$ cat config.mk
export PLATFORM = sky130hd
export DESIGN_NAME = sipo_frame_deser
export DESIGN_NICKNAME = d
export VERILOG_FILES = /design/src/rtl/sipo_frame_deser.sv
export SDC_FILE = /design/constraint.sdc
export NUM_CORES = 1
export LEC_CHECK = 0
export CAP_MARGIN = 15
export CELL_PAD_IN_SITES_DETAIL_PLACEMENT = 0
export CELL_PAD_IN_SITES_GLOBAL_PLACEMENT = 1
export CORE_MARGIN = 2
export CORE_UTILIZATION = 40
export CTS_BUF_LIST = sky130_fd_sc_hd__clkbuf_8
export DETAILED_ROUTE_END_ITERATION = 10
export GPL_ROUTABILITY_DRIVEN = 0
export PLACE_DENSITY = 0.85
export SLEW_MARGIN = 5
export SYNTH_ARGS = -nofsm -noshare
export SYNTH_HDL_FRONTEND = slang
export SYNTH_SLANG_ARGS = --single-unit
$ cat constraint.sdc
create_clock -name clk -period 1.75 [get_ports clk]
set_input_delay 0.2625 -clock clk [delete_from_list [all_inputs] [get_ports clk]]
set_output_delay 0.2625 -clock clk [all_outputs]
set_load 0.05 [all_outputs]
$ cat src/rtl/sipo_frame_deser.sv
// ---------------------------------------------------------------------------
// sipo_frame_deser
//
// Serial-to-parallel frame deserializer. It collects WIDTH serial bits into a
// frame that begins with a start flag, then presents the assembled word on
// data_o together with a one-cycle load strobe. data_o/load_o feed the
// data_in/load inputs of a downstream parallel-load register directly.
//
// Parameters
//   WIDTH      data bits per frame (2..16)
//   MSB_FIRST  1: first received bit ends up in data_o[WIDTH-1] (shift left)
//              0: first received bit ends up in data_o[0]       (shift right)
//
// Build option
//   PARITY_CHECK_EN  when defined, each frame carries one extra bit after the
//                    data bits, and the frame must have even parity over data
//                    and parity bit. A frame that fails the check is dropped
//                    and parity_err_o pulses. When undefined, parity_err_o is
//                    tied low.
//
// Ports
//   clk          rising-edge clock
//   rst_n        asynchronous active-low reset
//   ser_in_i     serial data bit
//   ser_valid_i  ser_in_i / ser_start_i valid this cycle
//   ser_start_i  first bit of a frame (qualified by ser_valid_i)
//   ser_ready_o  a bit is accepted this cycle if ser_valid_i is also high
//   data_o       assembled word, registered, held between loads
//   load_o       one-cycle strobe: data_o holds a new complete word
//   busy_o       frame in progress
//   frame_err_o  one-cycle pulse: partial frame aborted by a new start flag
//   parity_err_o one-cycle pulse: parity failure
// ---------------------------------------------------------------------------
module sipo_frame_deser #(
  parameter int WIDTH     = 4,
  parameter bit MSB_FIRST = 1'b1
) (
  input  logic             clk,
  input  logic             rst_n,
  input  logic             ser_in_i,
  input  logic             ser_valid_i,
  input  logic             ser_start_i,
  output logic             ser_ready_o,
  output logic [WIDTH-1:0] data_o,
  output logic             load_o,
  output logic             busy_o,
  output logic             frame_err_o,
  output logic             parity_err_o
);

  // The counter must be able to hold the value WIDTH itself.
  localparam int                CNT_W    = $clog2(WIDTH + 1);
  localparam logic [CNT_W-1:0]  CNT_ONE  = CNT_W'(1);
  localparam logic [CNT_W-1:0]  CNT_LAST = CNT_W'(WIDTH - 1);

  typedef enum logic [1:0] {
    ST_IDLE   = 2'd0,
    ST_SHIFT  = 2'd1,
    ST_PARITY = 2'd2,
    ST_DONE   = 2'd3
  } state_t;

  state_t             state_q;
  logic [CNT_W-1:0]   cnt_q;
  logic [WIDTH-1:0]   shift_q;
  logic [WIDTH-1:0]   data_q;
  logic               load_q;
  logic               frame_err_q;
`ifdef PARITY_CHECK_EN
  logic               parity_err_q;
`endif

  logic               accept;
  logic [WIDTH-1:0]   shift_d;   // shift register with the incoming bit appended
  logic [WIDTH-1:0]   first_d;   // fresh frame holding only the incoming bit

  // Insert one bit at the end dictated by the bit order. After WIDTH inserts
  // the first bit has travelled to the opposite end of the word.
  function automatic logic [WIDTH-1:0] shift_in(input logic [WIDTH-1:0] cur,
                                                input logic             b);
    if (MSB_FIRST) begin
      return {cur[WIDTH-2:0], b};
    end else begin
      return {b, cur[WIDTH-1:1]};
    end
  endfunction

  // DONE is the only cycle in which the block refuses data; it is the cycle
  // the completed word is copied to the output register.
  assign ser_ready_o = (state_q != ST_DONE);
  assign accept      = ser_valid_i && ser_ready_o;
  assign shift_d     = shift_in(shift_q, ser_in_i);
  assign first_d     = shift_in('0, ser_in_i);

  always_ff @(posedge clk or negedge rst_n) begin
    if (!rst_n) begin
      state_q      <= ST_IDLE;
      cnt_q        <= '0;
      shift_q      <= '0;
      data_q       <= '0;
      load_q       <= 1'b0;
      frame_err_q  <= 1'b0;
`ifdef PARITY_CHECK_EN
      parity_err_q <= 1'b0;
`endif
    end else begin
      // Strobes are single-cycle unless re-asserted below.
      load_q       <= 1'b0;
      frame_err_q  <= 1'b0;
`ifdef PARITY_CHECK_EN
      parity_err_q <= 1'b0;
`endif

      case (state_q)
        ST_IDLE: begin
          // Bits arriving without a start flag are silently dropped.
          if (accept && ser_start_i) begin
            shift_q <= first_d;
            cnt_q   <= CNT_ONE;
            state_q <= ST_SHIFT;
          end
        end

        ST_SHIFT: begin
          if (accept) begin
            if (ser_start_i) begin
              // A start flag inside a frame abandons the partial word and
              // the flagged bit becomes bit 1 of the new frame.
              frame_err_q <= 1'b1;
              shift_q     <= first_d;
              cnt_q       <= CNT_ONE;
            end else begin
              shift_q <= shift_d;
              cnt_q   <= cnt_q + CNT_ONE;
              if (cnt_q == CNT_LAST) begin
`ifdef PARITY_CHECK_EN
                state_q <= ST_PARITY;
`else
                state_q <= ST_DONE;
`endif
              end
            end
          end
        end

`ifdef PARITY_CHECK_EN
        ST_PARITY: begin
          if (accept) begin
            if (ser_start_i) begin
              frame_err_q <= 1'b1;
              shift_q     <= first_d;
              cnt_q       <= CNT_ONE;
              state_q     <= ST_SHIFT;
            end else if (^{shift_q, ser_in_i} == 1'b0) begin
              state_q <= ST_DONE;
            end else begin
              // Bad parity: drop the word, keep the previous output.
              parity_err_q <= 1'b1;
              cnt_q        <= '0;
              state_q      <= ST_IDLE;
            end
          end
        end
`endif

        ST_DONE: begin
          // Word and strobe are registered together so the downstream
          // register sees a complete word in the same cycle as load.
          data_q  <= shift_q;
          load_q  <= 1'b1;
          cnt_q   <= '0;
          state_q <= ST_IDLE;
        end

        default: begin
          cnt_q   <= '0;
          state_q <= ST_IDLE;
        end
      endcase
    end
  end

  assign data_o      = data_q;
  assign load_o      = load_q;
  assign busy_o      = (state_q != ST_IDLE);
  assign frame_err_o = frame_err_q;
`ifdef PARITY_CHECK_EN
  assign parity_err_o = parity_err_q;
`else
  assign parity_err_o = 1'b0;
`endif

endmodule

# Word level (Yosys, flattened, before mapping)
# Cells that the tools add are included.
[word_totals]
romBits = 0
memories = 0
ramBits = 0
word_cells = 40
input_bits = 5
regBits = 15
output_inout_bits = 9
latch_bits = 0
[classes]
mul = 0
n_eq_ne = 8
div = 0
mux = 17
n_lt_le_gt_ge = 0
reduce_logical = 8
n_shift = 0
n_bitwise = 0
addsub = 1
[op_table]
columns = ["operator", "count"]
rows = [
  ["4-bit two-way mux", 3],
  ["2-bit inequality test (second input constant)", 5],
  ["3-bit two-way mux", 3],
  ["2-bit two-way mux", 4],
  ["4-bit one-hot mux with 2 select lines", 1],
  ["3-bit one-hot mux with 2 select lines", 1],
  ["1-bit two-way mux", 4],
  ["2-bit one-hot mux with 2 select lines", 1],
  ["4-bit AND reduction", 1],
  ["2-bit nonzero test", 2],
  ["3-bit by 1-bit adder with 3-bit output (second input constant)", 1],
  ["3-bit by 2-bit equality test with 1-bit output (second input constant)", 1],
  ["3-bit AND reduction", 1],
  ["2-bit by 1-bit equality test with 1-bit output (second input constant)", 1],
  ["2-bit equality test (second input constant)", 1],
  ["1-bit logical AND", 2],
  ["2-bit logical NOT", 1],
  ["2-bit AND reduction", 1],
]

# Logic depth before layout (Yosys ltp)
[depth]
depth_word = 5
mapped_depth = 5
mapped_depth_nobuf = 5

# Least setup slack after synthesis
# No wires, ideal clock.
[synth_path]
path_kind = "register -> register"
start = "reg cnt_q[0]"
end = "reg cnt_q[2]"
arrival_time_ns = 1.241
setup_time_ns = 0.077
t_required_ns = 1.673
period_less_slack_ns = 1.319
path_slack_ns = 0.431
n_path_buf = 0
stages_incl_launch_ff = 6
path_cell_list = "dfrtp_1 ha_1 ha_1 and4bb_1 a21oi_1 a21oi_1"
[synth_via]
elab_chain_len = 4
[synth_rtl]
columns = ["item", "line_no", "rtl"]
rows = [
  ["start: declaration", "64", "logic [CNT_W-1:0] cnt_q;"],
  ["start signal: assignment", "134", "cnt_q <= cnt_q + CNT_ONE;"],
  ["3-bit by 1-bit adder with 3-bit output", "134", ""],
  ["3-bit two-way mux", "126", "if (ser_start_i) begin"],
  ["3-bit two-way mux", "125", "if (accept) begin"],
  ["3-bit one-hot mux with 2 select lines", "114", "case (state_q)"],
]
# Every way passes these cells. The select of a mux whose other input is x is not followed.
# A chain may end at the register's enable or synchronous reset.

# Worst setup path in the final report
[layout_path]
start = "reg data_q[3] (netlist: data_o[3])"
end = "out data_o[3]"
[layout_lines]
columns = ["item", "line_no", "rtl"]
rows = [
  ["start: declaration", "66", "logic [WIDTH-1:0] data_q;"],
  ["start signal: assignment", "169", "data_q <= shift_q;"],
  ["end: declaration", "44", "output logic [WIDTH-1:0] data_o,"],
]
# No word-level cell between the ends.

==> parameters.txt <==
Parameter                              Value

Die
  Core outline area    1541 sq um
  Cell row count    14
  Area enclosed by the die boundary    around 2000 sq um
  Die extent in y    approximately 45 microns
  Die width    between 40 and 50 microns
  Effective utilization at floorplan    44.07%
  Ports placed on the boundary    14

Drt
  Total wire length after detailed routing    1.115 mm
  Iteration-0 DRC Markers    14
  Via Count    ~460
  DRC Markers    0
  Number of iterations in the first detailed-routing pass    4
  Detailed-route vias per instance    5.193
  Antenna Nets Post-Route    0
  Wirelength per Cell    approximately 13 microns

Timing
  Number of slew-limit violations in the final report    0
  Fin crit period    1.636 ns
  Final Setup Violations    0
  Number of failing hold endpoints at the final stage    0
  Minimum setup slack in the final design    around 0.11 ns
  Unrepaired setup endpoints after global routing    false
  Final total negative setup slack    0 ns
  Largest clock skew in the final design    around 0.00053 ns
  Maximum achievable frequency    between 600 and 700 MHz
  Share of the cycle needed by the critical path after routing    93.48%

Clock tree
  Clock Pin Slew Worst Setup and Hold Paths    about 0.060 ns
  CTS Root Buffer Type    sky130_fd_sc_hd__clkbuf_8
  # resized after CTS    0
  Post-CTS repair timing setup buffer count    0
  Total of hold buffers inserted after clock tree synthesis    0
  CTS H-tree depth    1
  Clock tree from TritonCTS    built
  Number of clock sinks    15
  Number of buffers added by the clock tree synthesis step    3
  Source-to-sink clock delay at the later pin of the worst-skew pair    approximately 0.25 ns
  Clock buffer depth    2

Power
  Pint    around 850 uW
  Switching power share of the total    39.73%
  Net load switching power    roughly 560 uW
  Part of the power in the clock network    between 10% and 20%
  Worst vdd rail ir drop    730.8 uV
  Leakage power    0.4110 nW
  Pwr per Cell Area    around 1700 nW/um^2
  Gate power share    between 40% and 50%
  Sequential share of power    roughly two fifths

Final layout
  Fin nets    80
  Fraction of final layout cells sized beyond drive strength 1    around a quarter
  Diodes inserted    0
  P&R area growth vs syn    24.49%
  Filler Cell Count    ~140

Setup path
  Largest stage delay on the critical path    between 0.7 and 0.8 ns
  Startpoint type of the worst setup path    flip-flop
  Worst Setup Path Type    reg -> out
  Standard cell with the maximum stage delay on the critical path    sky130_fd_sc_hd__clkdlybuf4s50_1
  Arr. time, crit path    around 1.4 ns
  CP delay by family, top    buffers and inverters
  Peak fanout along the critical path    2
  Worst path cell trace    clkdlybuf4s50_1
  Critical path capture point type    output pin
  Number of buffer and inverter instances along the worst setup path    1
  Critical Path RT    between 1 and 1.5 ns

Placed design
  PortBufs    12
  Pre-CTS WS    between 0.15 and 0.2 ns
  HPWL after DPL    between 700 and 800 microns

GRT
  Met1 Resource Use GR    17.39%
  GR Util met2    between 20% and 30%
  First-pass GRT wire length    ~1.9 mm
  Global-route total usage across every layer    a little over an eighth
  Global route hottest layer    met2
  Grt total ovfl    0
  Maximum number of pins on one net before global-route repair    16
  Number of global-route vias before repair    453
  GR met3 Demand/Resource    roughly 1.2%
  Initial antenna violation count    0

Job
  Max-cap viol count    0

Yosys
  Share of synthesized area occupied by flip-flops and latches    a little under three fifths
  Biggest area contributors in the synthesized netlist    sky130_fd_sc_hd__dfrtp_1 (55%), sky130_fd_sc_hd__mux2_2 (6.6%), sky130_fd_sc_hd__nand2_1 (3.9%)
  Post-synthesis instance area    about 680 sq um
  Number of storage elements in the synthesis netlist    15
  Post-synthesis cell type count    23
  Average cell area after synthesis    roughly 12 sq um
  Share of the synthesized area in the top cell type    between 50% and 60%
  Syn nets    65
  Post-synth top area cell    sky130_fd_sc_hd__dfrtp_1
  Number of warnings issued by yosys    0
  Mapped Cells    just under 60

Worst hold path
  Hold/Removal Path Class    in -> async

Run status
  Run status    finished clean
## power by group through the flow
stage               logic [mW]  registers [mW]  clock network [mW]
floorplan                0.294           0.686                   0
global placement         0.566           0.556                   0
detailed placement       0.575           0.561                   0
CTS                      0.588           0.557               0.279
global route             0.619           0.575               0.294
finish                   0.579           0.557               0.274
## metal layers
layer  part of all wire (%)  vias up
met3                    3.5        5
li1                       -      225
met5                      0        -
met1                     44      215
met4                    3.9        0
met2                     48       12
## cell usage in the layout (no fill, tap or decap), types with 2 or more instances in the layout
| cell type | n |
|---|---|
| sky130_fd_sc_hd__a21oi_1 | 3 |
| sky130_fd_sc_hd__and4bb_1 | 2 |
| sky130_fd_sc_hd__buf_4 | 5 |
| sky130_fd_sc_hd__clkbuf_8 | 3 |
| sky130_fd_sc_hd__clkdlybuf4s50_1 | 7 |
| sky130_fd_sc_hd__dfrtp_1 | 15 |
| sky130_fd_sc_hd__ha_1 | 2 |
| sky130_fd_sc_hd__inv_1 | 4 |
| sky130_fd_sc_hd__mux2_2 | 4 |
| sky130_fd_sc_hd__nand2_1 | 7 |
| sky130_fd_sc_hd__nand2b_1 | 2 |
| sky130_fd_sc_hd__nor2_2 | 2 |
| sky130_fd_sc_hd__o21ai_0 | 4 |
## layout make-up
| cell class | instances | area [sq um] | area share, % |
|---|---|---|---|
| flip-flops and latches | 15 | 375.4 | 44.38 |
| multi-input cells | 37 | 266.5 | 31.51 |
| repair buffers | 13 | 127.6 | 15.09 |
| clock buffers | 3 | 41.29 | 4.882 |
| well taps | 16 | 20.02 | 2.367 |
| inverters | 3 | 11.26 | 1.331 |
| clock inverters | 1 | 3.754 | 0.4438 |
## worst paths after layout
path / from / to / slack [ns] / cells after the start
hold reg to reg: shift_q[1]$_DFFE_PN0P_ / shift_q[2]$_DFFE_PN0P_ / 0.50 / 2
min in group clk: shift_q[1]$_DFFE_PN0P_ / shift_q[2]$_DFFE_PN0P_ / 0.50 / 2
hold / removal: rst_n / cnt_q[0]$_DFFE_PN0P_ / 0.32 / 2
setup / recovery: data_o[3]$_DFFE_PN0P_ / data_o[3] / 0.11 / 1
setup reg to reg: cnt_q[0]$_DFFE_PN0P_ / cnt_q[2]$_DFFE_PN0P_ / 0.32 / 5
max in group asynchronous: rst_n / frame_err_o$_DFF_PN0_ / 1.26 / 2
## logic make-up (layout without fill, tap and decap cells)
logic type / count (synthesis) / in the layout / synth area share [%]
compound gates: 10 / 10 / 9.392
fa+ha+maj: 2 / 2 / 3.683
buf+inv: 6 / 20 / 5.524
flops: 15 / 15 / 55.25
mux: 5 / 5 / 8.839
other cells: 1 / 1 / 0.5520
simple gates: 19 / 19 / 16.76
## synth_stat cells
cell type                  instances
sky130_fd_sc_hd__or2_2             1
sky130_fd_sc_hd__conb_1            1
sky130_fd_sc_hd__a32o_1            1
sky130_fd_sc_hd__and4bb_1          2
sky130_fd_sc_hd__a21oi_1           3
sky130_fd_sc_hd__buf_4             2
sky130_fd_sc_hd__nor2_2            2
sky130_fd_sc_hd__o21ai_0           4
sky130_fd_sc_hd__nand3_1           1
sky130_fd_sc_hd__nor2_1            1
sky130_fd_sc_hd__o21a_1            1
sky130_fd_sc_hd__inv_1             3
sky130_fd_sc_hd__o221a_1           1
sky130_fd_sc_hd__mux2_4            1
sky130_fd_sc_hd__ha_1              2
sky130_fd_sc_hd__mux2_2            4
sky130_fd_sc_hd__dfrtp_1          15
sky130_fd_sc_hd__nand2_1           7
sky130_fd_sc_hd__nand2_2           1
sky130_fd_sc_hd__buf_6             1
sky130_fd_sc_hd__nand2b_1          2
sky130_fd_sc_hd__nor4b_1           1
sky130_fd_sc_hd__nor3b_1           1
## through the flow
| stage | cells | instance area [sq um] | hold slack [ns] | utilization (%) | total power, mW |
|---|---|---|---|---|---|
| floorplan | 58 | 679.4 | -0.03309 | - | 0.9803 |
| detailed placement | 84 | 800.8 | 0.4846 | 51.95 | 1.137 |
| global route | 88 | 845.8 | 0.3364 | 54.87 | 1.487 |
| CTS | 88 | 845.8 | 0.3250 | 54.87 | 1.424 |
| finish | 88 | 845.8 | 0.3187 | 54.87 | 1.410 |
| global placement | 84 | 800.8 | 0.4867 | 51.95 | 1.122 |
## flip-flops by register name, indices dropped and copies added, names as in the netlist
register,flops
cnt_q,3
shift_q,4
state_q,2
data_o,4
frame_err_o,1
load_o,1
Note: power is estimated with default switching activity, not from simulation.
